**src/rtl/pipe_stall_ctrl.sv**
```systemverilog
`default_nettype none
// ============================================================================
// Module   : pipe_stall_ctrl
// Purpose  : Central stall sequencer for the five-stage pipeline. Merges the
//            decode load-use stall request with a counted multi-cycle execute
//            sequence (div, madd/msub), drives the per-stage stall vector,
//            pulses done when the sequence completes and keeps a free-running
//            stall-cycle performance counter.
// Ports    : clk            pipeline clock
//            rst            asynchronous active-high reset
//            stallreq_id_i  decode load-use stall request (same cycle)
//            mc_start_i     EX requests a multi-cycle sequence
//            mc_cycles_i    sequence length N (0 treated as 1)
//            mc_annul_i     abort current sequence (exception/flush)
//            stall_o        {WB,MEM,EX,ID,IF,PC} stall vector
//            mc_done_o      one-cycle pulse: EX result valid, EX advances
//            mc_busy_o      sequence in RUN
//            mc_cnt_o       remaining RUN cycles (0 outside RUN)
//            stall_cnt_o    cycles with any stall asserted, wraps
// Revision : 1.0 - initial release
// ============================================================================
module pipe_stall_ctrl #(
  parameter int CNT_W  = 6,
  parameter int PERF_W = 32
) (
  input  logic              clk,
  input  logic              rst,
  input  logic              stallreq_id_i,
  input  logic              mc_start_i,
  input  logic [CNT_W-1:0]  mc_cycles_i,
  input  logic              mc_annul_i,
  output logic [5:0]        stall_o,
  output logic              mc_done_o,
  output logic              mc_busy_o,
  output logic [CNT_W-1:0]  mc_cnt_o,
  output logic [PERF_W-1:0] stall_cnt_o
);

  localparam logic [5:0] C_STALL_MC = 6'b001111;  // hold PC/IF/ID/EX
  localparam logic [5:0] C_STALL_ID = 6'b000111;  // hold PC/IF/ID
  localparam logic [5:0] C_STALL_NO = 6'b000000;

  typedef enum logic [1:0] {
    S_IDLE = 2'd0,
    S_RUN  = 2'd1,
    S_DONE = 2'd2
  } state_t;

  state_t             r_state;
  state_t             w_state_nxt;
  logic [CNT_W-1:0]   r_cnt;
  logic [CNT_W-1:0]   w_cnt_nxt;
  logic [CNT_W-1:0]   w_len;
  logic               w_mc_stall;
  logic               w_done;
  logic [PERF_W-1:0]  r_stall_cnt;

  // A zero-length request still needs one cycle for EX to produce its result.
  assign w_len = (mc_cycles_i == '0) ? CNT_W'(1) : mc_cycles_i;

  always_ff @(posedge clk or posedge rst) begin
    if (rst) begin
      r_state <= S_IDLE;
      r_cnt   <= '0;
    end else begin
      r_state <= w_state_nxt;
      r_cnt   <= w_cnt_nxt;
    end
  end

  always_comb begin
    w_state_nxt = r_state;
    w_cnt_nxt   = r_cnt;
    w_mc_stall  = 1'b0;
    w_done      = 1'b0;
    case (r_state)
      S_IDLE: begin
        w_cnt_nxt = '0;
        // Annul in the start cycle drops the request entirely.
        if (mc_start_i && !mc_annul_i) begin
          w_mc_stall = 1'b1;
          if (w_len == CNT_W'(1)) begin
            w_state_nxt = S_DONE;
          end else begin
            w_state_nxt = S_RUN;
            w_cnt_nxt   = w_len - CNT_W'(1);
          end
        end
      end
      S_RUN: begin
        // The current cycle still stalls; annul only cuts the sequence
        // from the next cycle on. New starts are ignored here.
        w_mc_stall = 1'b1;
        if (mc_annul_i) begin
          w_state_nxt = S_IDLE;
          w_cnt_nxt   = '0;
        end else if (r_cnt <= CNT_W'(1)) begin
          w_state_nxt = S_DONE;
          w_cnt_nxt   = '0;
        end else begin
          w_cnt_nxt = r_cnt - CNT_W'(1);
        end
      end
      S_DONE: begin
        // Annul here suppresses the pulse so a flushed result never retires.
        w_done      = !mc_annul_i;
        w_state_nxt = S_IDLE;
        w_cnt_nxt   = '0;
      end
      default: begin
        w_state_nxt = S_IDLE;
        w_cnt_nxt   = '0;
      end
    endcase
  end

  // Multi-cycle stall overrides the decode request; the decode request is
  // never latched.
  always_comb begin
    stall_o = C_STALL_NO;
    if (w_mc_stall) begin
      stall_o = C_STALL_MC;
    end else if (stallreq_id_i) begin
      stall_o = C_STALL_ID;
    end
  end

  always_ff @(posedge clk or posedge rst) begin
    if (rst) begin
      r_stall_cnt <= '0;
    end else if (stall_o != C_STALL_NO) begin
      r_stall_cnt <= r_stall_cnt + PERF_W'(1);
    end
  end

  assign mc_done_o   = w_done;
  assign mc_busy_o   = (r_state == S_RUN);
  assign mc_cnt_o    = (r_state == S_RUN) ? r_cnt : '0;
  assign stall_cnt_o = r_stall_cnt;

endmodule
`default_nettype wire

```
**config.mk**
```make
export PLATFORM = sky130hd
export DESIGN_NAME = pipe_stall_ctrl
export DESIGN_NICKNAME = d
export VERILOG_FILES = /design/src/rtl/pipe_stall_ctrl.sv
export SDC_FILE = /design/constraint.sdc
export NUM_CORES = 1
export LEC_CHECK = 0
export BUFFER_PORTS_ARGS = -buffer_cell sky130_fd_sc_hd__buf_2
export CAP_MARGIN = 20
export CORE_MARGIN = 8
export CORE_UTILIZATION = 35
export DETAILED_ROUTE_END_ITERATION = 16
export PLACE_DENSITY = 0.68
export SLEW_MARGIN = 20
export SYNTH_ARGS = -nofsm -noshare
export SYNTH_HDL_FRONTEND = slang
export SYNTH_SLANG_ARGS = --single-unit
```
**constraint.sdc**
```tcl
create_clock -name clk -period 2.9 [get_ports clk]
set_input_delay 0.145 -clock clk [delete_from_list [all_inputs] [get_ports clk]]
set_output_delay 0.145 -clock clk [all_outputs]
set_load 0.01 [all_outputs]
```
==> metrics, run 1 <==
dpl cell area 2431 um2; I/O Pins 57; most instantiated library cell after synthesis dfrtp_1; Post-CTS Resized 0; # rows 28; Cell Chain, Critical Path and4_2 > nand4_1 > or4b_4 > nor3_1 > xor2_1; first-pass GRT wire length 7845 um; initial antenna violation count 0; Buf+Inv Stages, Crit Path 0; status finished clean; Multi-input gate area 1013 um2; CP max FO 7; Sink Count 40; Slew Limit Fails 0; Slowest-stage cell, CP or4b_4; dominant synthesized flop cell dfrtp_1; Initial Utilization 0.3580; ranking of synthesized cells by area dfrtp_1 (48%), xnor2_1 (10%), xor2_1 (5.0%); initial drt markers 66; post-synth cell types 40; cells after synthesis 201; First-pass DRT Iterations 4; Final TNS setup 0 ns; Die Wd 93.36 um; slowest stage delay, CP 0.64 ns; Achievable Freq 488.4 MHz; register area share after synthesis 0.4779; clock buffer count from CTS 5; H-tree levels 2; core area 5851 um2; EDFF count, synth 0; clk_lat worst skew 0.29 ns; fill cell count 576; mean post-synth cell area 10.42 um2; Final Hold Fails 0; PortBufs 54; Top delay family on crit path simple AND/OR/NAND/NOR gates; endpoints failing setup 0; number of setup buffers added after CTS 0; Reg power frac 0.434; Avg WL per Cell 13.73 um; Sw Share 0.3008; overall routing resource usage 0.1132; DPL Wire Length 3621 um; skew final 0.005862 ns; Final GP Congestion 0.7822; async set-reset flop share out of synthesis 1.000; area delta synth->final 22.70%; CTS Hold Bufs 1; minimum clock period 2.047 ns; synth warn 0; final core utilization 0.4393; Remaining Overflow, GRT 0; RSZ-0062 raised after global routing false; PwrDens 642.1 nW/um2; Final WS setup 0.8527 ns; die area 8716 um2; Switch Pwr 0.0004963 W; Place WS 0.8334 ns; Register Area 1001 um2; dominant cell type by area after synthesis dfrtp_1; Logic pwr share 0.243; Nets 275; startpoint types flip-flop; post-synthesis cell area 2095 um2; Synth top cells by count dfrtp_1 (40), xnor2_1 (25), nor2_1 (18); Vias/cell 4.716; max cap viols 0; Crit. End Element flip-flop; final wirelength 4585 um; Int Pwr 0.001154 W; critical path class flip-flop to flip-flop; final instance area 2570 um2; Slew HR 0.3899; Peak VDD IR 0.2606 mV; share of layout cells above drive strength 1 0.2780; Synth Register Bits 40; reg-to-reg setup timing slack 0.85 ns; worst hold path class input port to flip-flop; vias in the first global route 1,670; clock network power share 0.323; post-synth top area share 0.4779; # diodes 0; Slew @ Worst Pin 0.9037 ns; Final Cycle Share 0.7060; total number of vias 1,575; CP arrival 2.26 ns; CTS tree built; die height 93.36 um; DRC viols 0; Worst-path clk slew 0.08 ns; clock root buffer clkbuf_8; P_leak 1.229 nW; clock tree buffer depth 2; CP Data Required Time 3.11 ns; remaining antenna violation count after routing 0; Total Power 0.001650 W; largest net degree at the start of global routing 41
## flip-flops by register name, summed over array words and instances, names as in the netlist
signal,flops
r_state,2
r_cnt,6
stall_cnt_o,32
## layout make-up
type | instances | share of cell area
multi-input combinational | 145 | 0.3944
sequential | 40 | 0.3895
timing repair buffer | 57 | 0.1149
tap | 75 | 0.03651
clock buffer | 5 | 0.02678
clock inverter | 2 | 0.02337
inverter | 10 | 0.01461
## cell usage in the layout, fill, tap and decap left out, drive strengths merged, types with 3 or more instances in the layout
master  count
and2        7
and4        4
buf        56
clkbuf      5
dfrtp      40
ha          5
inv        10
nand2      17
nand3      10
nand4       6
nor2       18
nor3        6
nor3b       3
o22ai       3
xnor2      25
xor2       12
## per-stage QoR
stage / cells / hold slack (ns)
after floorplan: 202 / 0.2158
after CTS: 334 / 0.08242
final: 334 / 0.09554
after global routing: 334 / 0.09158
after global placement: 326 / 0.2953
after detailed placement: 326 / 0.2987
## worst paths after layout
path | start | to | cells after the start
worst max-delay path | stall_cnt_o[2] | stall_cnt_o[28] | 5
max in group asynchronous | rst | stall_cnt_o[6] | 4
worst min-delay path | mc_annul_i | r_state[1] | 2
worst max register to register | stall_cnt_o[2] | stall_cnt_o[28] | 5
min in group asynchronous | rst | stall_cnt_o[25] | 4
worst min register to register | stall_cnt_o[31] | stall_cnt_o[31] | 1
## power groups by stage
stage | logic (W) | registers, W | clock network (W)
2_1_floorplan | 0.000248 | 0.000737 | 0
3_3_place_gp | 0.000407 | 0.000721 | 0
3_5_place_dp | 0.000412 | 0.000728 | 0
4_1_cts | 0.000416 | 0.000718 | 0.000543
5_1_grt | 0.000452 | 0.000730 | 0.000572
6_report | 0.000401 | 0.000716 | 0.000533
## layer usage
metal | up-vias | track usage | wire length [um]
met5 | - | 0 | 0
met4 | 0 | 0.03624 | 58
met3 | 6 | 0.04487 | 343
met2 | 37 | 0.1898 | 2264
met1 | 742 | 0.1285 | 1919
li1 | 790 | - | -
## cell families (layout without fill, tap and decap cells)
family / count (synthesis) / count (layout) / synth area share
DFF: 40 / 40 / 0.4779
adders and majority gates: 5 / 5 / 0.02987
buffers and inverters: 17 / 74 / 0.04002
AOI/OAI and AO/OA: 12 / 12 / 0.04720
muxes: 2 / 2 / 0.01016
and+or+nand+nor: 87 / 87 / 0.2384
other: 1 / 2 / 0.001790
xor gates and xnor gates: 37 / 37 / 0.1547
Note: power is estimated with default switching activity, not from simulation.
==> inputs of run 2 (changes only) <==
--- a/config.mk
+++ b/config.mk
@@ -5,6 +5,7 @@
 export SDC_FILE = /design/constraint.sdc
 export NUM_CORES = 1
 export LEC_CHECK = 0
+export ABC_AREA = 1
 export BUFFER_PORTS_ARGS = -buffer_cell sky130_fd_sc_hd__buf_2
 export CAP_MARGIN = 20
 export CORE_MARGIN = 8
==> constraint.sdc (replaced) <==
create_clock -name clk -period 1.8 [get_ports clk]
set_input_delay 0.09 -clock clk [delete_from_list [all_inputs] [get_ports clk]]
set_output_delay 0.09 -clock clk [all_outputs]
set_load 0.01 [all_outputs]
==> metrics, run 2 <==
post-synth top area share 0.3740 (-0.1039); fill cell count 790 (+37%); Synth top cells by count nand2_1 (116), inv_1 (48), nor2_1 (47); H-tree levels 2 (unchanged); skew final 0.01619 ns (+0.01032 ns); endpoints failing setup 0 (unchanged); Sw Share 0.3517 (+0.05095); # diodes 0 (unchanged); first-pass GRT wire length 10,730 um (+37%); # rows 32 (+14%); Remaining Overflow, GRT 0 (unchanged); PortBufs 54 (unchanged); DPL Wire Length 5131 um (+42%); Largest register FFs 32 (unchanged); startpoint types flip-flop; Synth Register Bits 40 (unchanged); Reg power frac 0.465 (+0.031); initial antenna violation count 0 (unchanged); Die Wd 103.4 um (+11%); PwrDens 765.0 nW/um2 (+19%); largest net degree at the start of global routing 41 (unchanged); number of setup buffers added after CTS 0 (unchanged); RSZ-0062 raised after global routing false; First-pass DRT Iterations 4 (unchanged); max cap viols 0 (unchanged); I/O Pins 57 (unchanged); most frequent cell on the critical path nand2_1; clk_lat worst skew 0.30 ns (about the same); worst hold path class input port to flip-flop; CP max FO 6 (-1); vias in the first global route 2,317 (+39%); Int Pwr 0.001569 W (+36%); Logic pwr share 0.271 (+0.028); Final GP Congestion 0.8064 (+3.1%); most common cell after layout, fill and taps aside nand2_1; Slew @ Worst Pin 0.5267 ns (-0.3770 ns); Worst-path clk slew 0.08 ns (about the same); critical path class flip-flop to flip-flop; dominant cell type by area after synthesis dfrtp_1; Placed Instances 525 (+61%); Switch Pwr 0.0008511 W (+71%); clock buffer count from CTS 5 (unchanged); cells after synthesis 372 (+85%); Avg WL per Cell 12.23 um (-11%); most frequent cells in the layout nand2_1 (116), buf_2 (54), inv_1 (48), nor2_1 (47), dfrtp_1 (40); share of layout cells above drive strength 1 0.2361 (-0.04188); synth warn 0 (unchanged); Top delay family on crit path simple AND/OR/NAND/NOR gates; post-synth cell types 30 (-25%); Slowest-stage cell, CP dfrtp_1; Finished Layout Cells 534 (+60%); Multi-input gate area 1426 um2 (+41%); overall routing resource usage 0.1282 (+0.01496); mean post-synth cell area 7.194 um2 (-31%); remaining antenna violation count after routing 0 (unchanged); Peak VDD IR 0.2910 mV (+12%); Achievable Freq 640.9 MHz (+31%); slowest stage delay, CP 0.43 ns (-0.21 ns); area delta synth->final 18.19%; Sink Count 40 (unchanged); Slew HR 0.6489 (+0.2590); Nets 447 (+63%); status finished clean; async set-reset flop share out of synthesis 1.000 (unchanged); most instantiated library cell after synthesis nand2_1; die area 10,700 um2 (+23%); Initial Utilization 0.3537 (-0.004328); CP arrival 1.76 ns (-0.50 ns); total number of vias 2,462 (+56%); EDFF count, synth 0 (unchanged); CTS tree built; Register Area 1001 um2 (unchanged); initial drt markers 86 (+30%); DRC viols 0 (unchanged); clock tree buffer depth 2 (unchanged); Slew Limit Fails 0 (unchanged); die height 103.4 um (+11%); Buf+Inv Stages, Crit Path 1 (+1); register area share after synthesis 0.3740 (-0.1039); final wirelength 6532 um (+42%); Final Cycle Share 0.8668 (+0.1608); Cell Chain, Critical Path ha_1 > inv_1 > nor2_4 > nand2_1 > nor2_1 > nand2_1 > nand2_1 > nand2_1 > nand2_1 > nand2_1; dominant synthesized flop cell dfrtp_1; ranking of synthesized cells by area dfrtp_1 (37%), nand2_1 (16%), inv_1 (6.7%); post-synthesis cell area 2676 um2 (+28%); Crit. End Element flip-flop; CP Data Required Time 2.00 ns (-1.11 ns); minimum clock period 1.560 ns (-0.4871 ns); clock network power share 0.264 (-0.059); clock root buffer clkbuf_8; Final TNS setup 0 ns (unchanged); Vias/cell 4.610 (-2.2%); core area 7567 um2 (+29%); P_leak 1.523 nW (+24%); Final Hold Fails 0 (unchanged)
[run 2: path summary, 6_finish.rpt]
kind	startpoint	cells after the start	to	slack (ns)
max	stall_cnt_o[0]	10	stall_cnt_o[26]	0.24
min	mc_cycles_i[5]	3	r_cnt[5]	0.06
max reg2reg	stall_cnt_o[0]	10	stall_cnt_o[26]	0.24
min reg2reg	stall_cnt_o[12]	1	stall_cnt_o[12]	0.51
max in group asynchronous	rst	4	stall_cnt_o[7]	0.97
min in group asynchronous	rst	4	r_cnt[2]	0.46
[run 2: cell families (layout without fill, tap and decap cells)]
family / Yosys count / after routing / synth area share
AND/OR/NAND/NOR: 236 / 236 / 0.4180
buffers and inverters: 59 / 118 / 0.09443
flip-flops: 40 / 40 / 0.3740
adder cells (fa/ha/maj): 5 / 5 / 0.02338
other: 1 / 2 / 0.001401
AO/OA/AOI/OAI: 12 / 12 / 0.02664
XOR/XNOR: 19 / 19 / 0.06218
[run 2: area by class of cell]
cell class | count | area share
flip-flops and latches | 40 | 0.3165
inverters | 51 | 0.06052
repair buffers | 59 | 0.1021
clock buffers | 7 | 0.02729
well taps | 102 | 0.04035
multi-input cells | 274 | 0.4510
clock inverters | 1 | 0.002373
[run 2: worst register-to-register path, stage by stage (launching register included)]
cell	delay (ns)
dfrtp_1	0.43
ha_1	0.20
inv_1	0.07
nor2_4	0.16
nand2_1	0.09
nor2_1	0.22
nand2_1	0.10
nand2_1	0.06
nand2_1	0.05
nand2_1	0.05
nand2_1	0.05
[run 2: routing by layer]
layer,GRT usage,routed length [um]
met1,0.1625,2975
met3,0.03614,457
met5,0,0
met4,0.04004,84
met2,0.2056,3015
[run 2: stage by stage]
| step | area, um2 | total power (W) | setup slack [ns] | utilization | hold WS, ns |
|---|---|---|---|---|---|
| 2_1_floorplan | 2680 | 0.001597 | 0.3971 | - | 0.2307 |
| 3_3_place_gp | 3059 | 0.001791 | 0.3376 | 0.4043 | 0.2516 |
| 3_5_place_dp | 3059 | 0.001810 | 0.2767 | 0.4043 | 0.2576 |
| 4_1_cts | 3163 | 0.002457 | 0.2471 | 0.4180 | 0.04902 |
| 5_1_grt | 3163 | 0.002571 | 0.07830 | 0.4180 | 0.04696 |
| 6_report | 3163 | 0.002420 | 0.2398 | 0.4180 | 0.06137 |
[run 2: power by group through the flow]
stage	registers [W]	clock network [W]	logic (W)
floorplan	0.00116	0	0.000439
global placement	0.00114	0	0.000655
detailed placement	0.00114	0	0.000668
CTS	0.00113	0.000660	0.000672
global route	0.00115	0.000691	0.000732
finish	0.00113	0.000639	0.000655
[run 2: what timing repair did]
item	CTS	global route
gates resized for setup	0	0
hold endpoints to repair	40	0
hold buffers	1	0
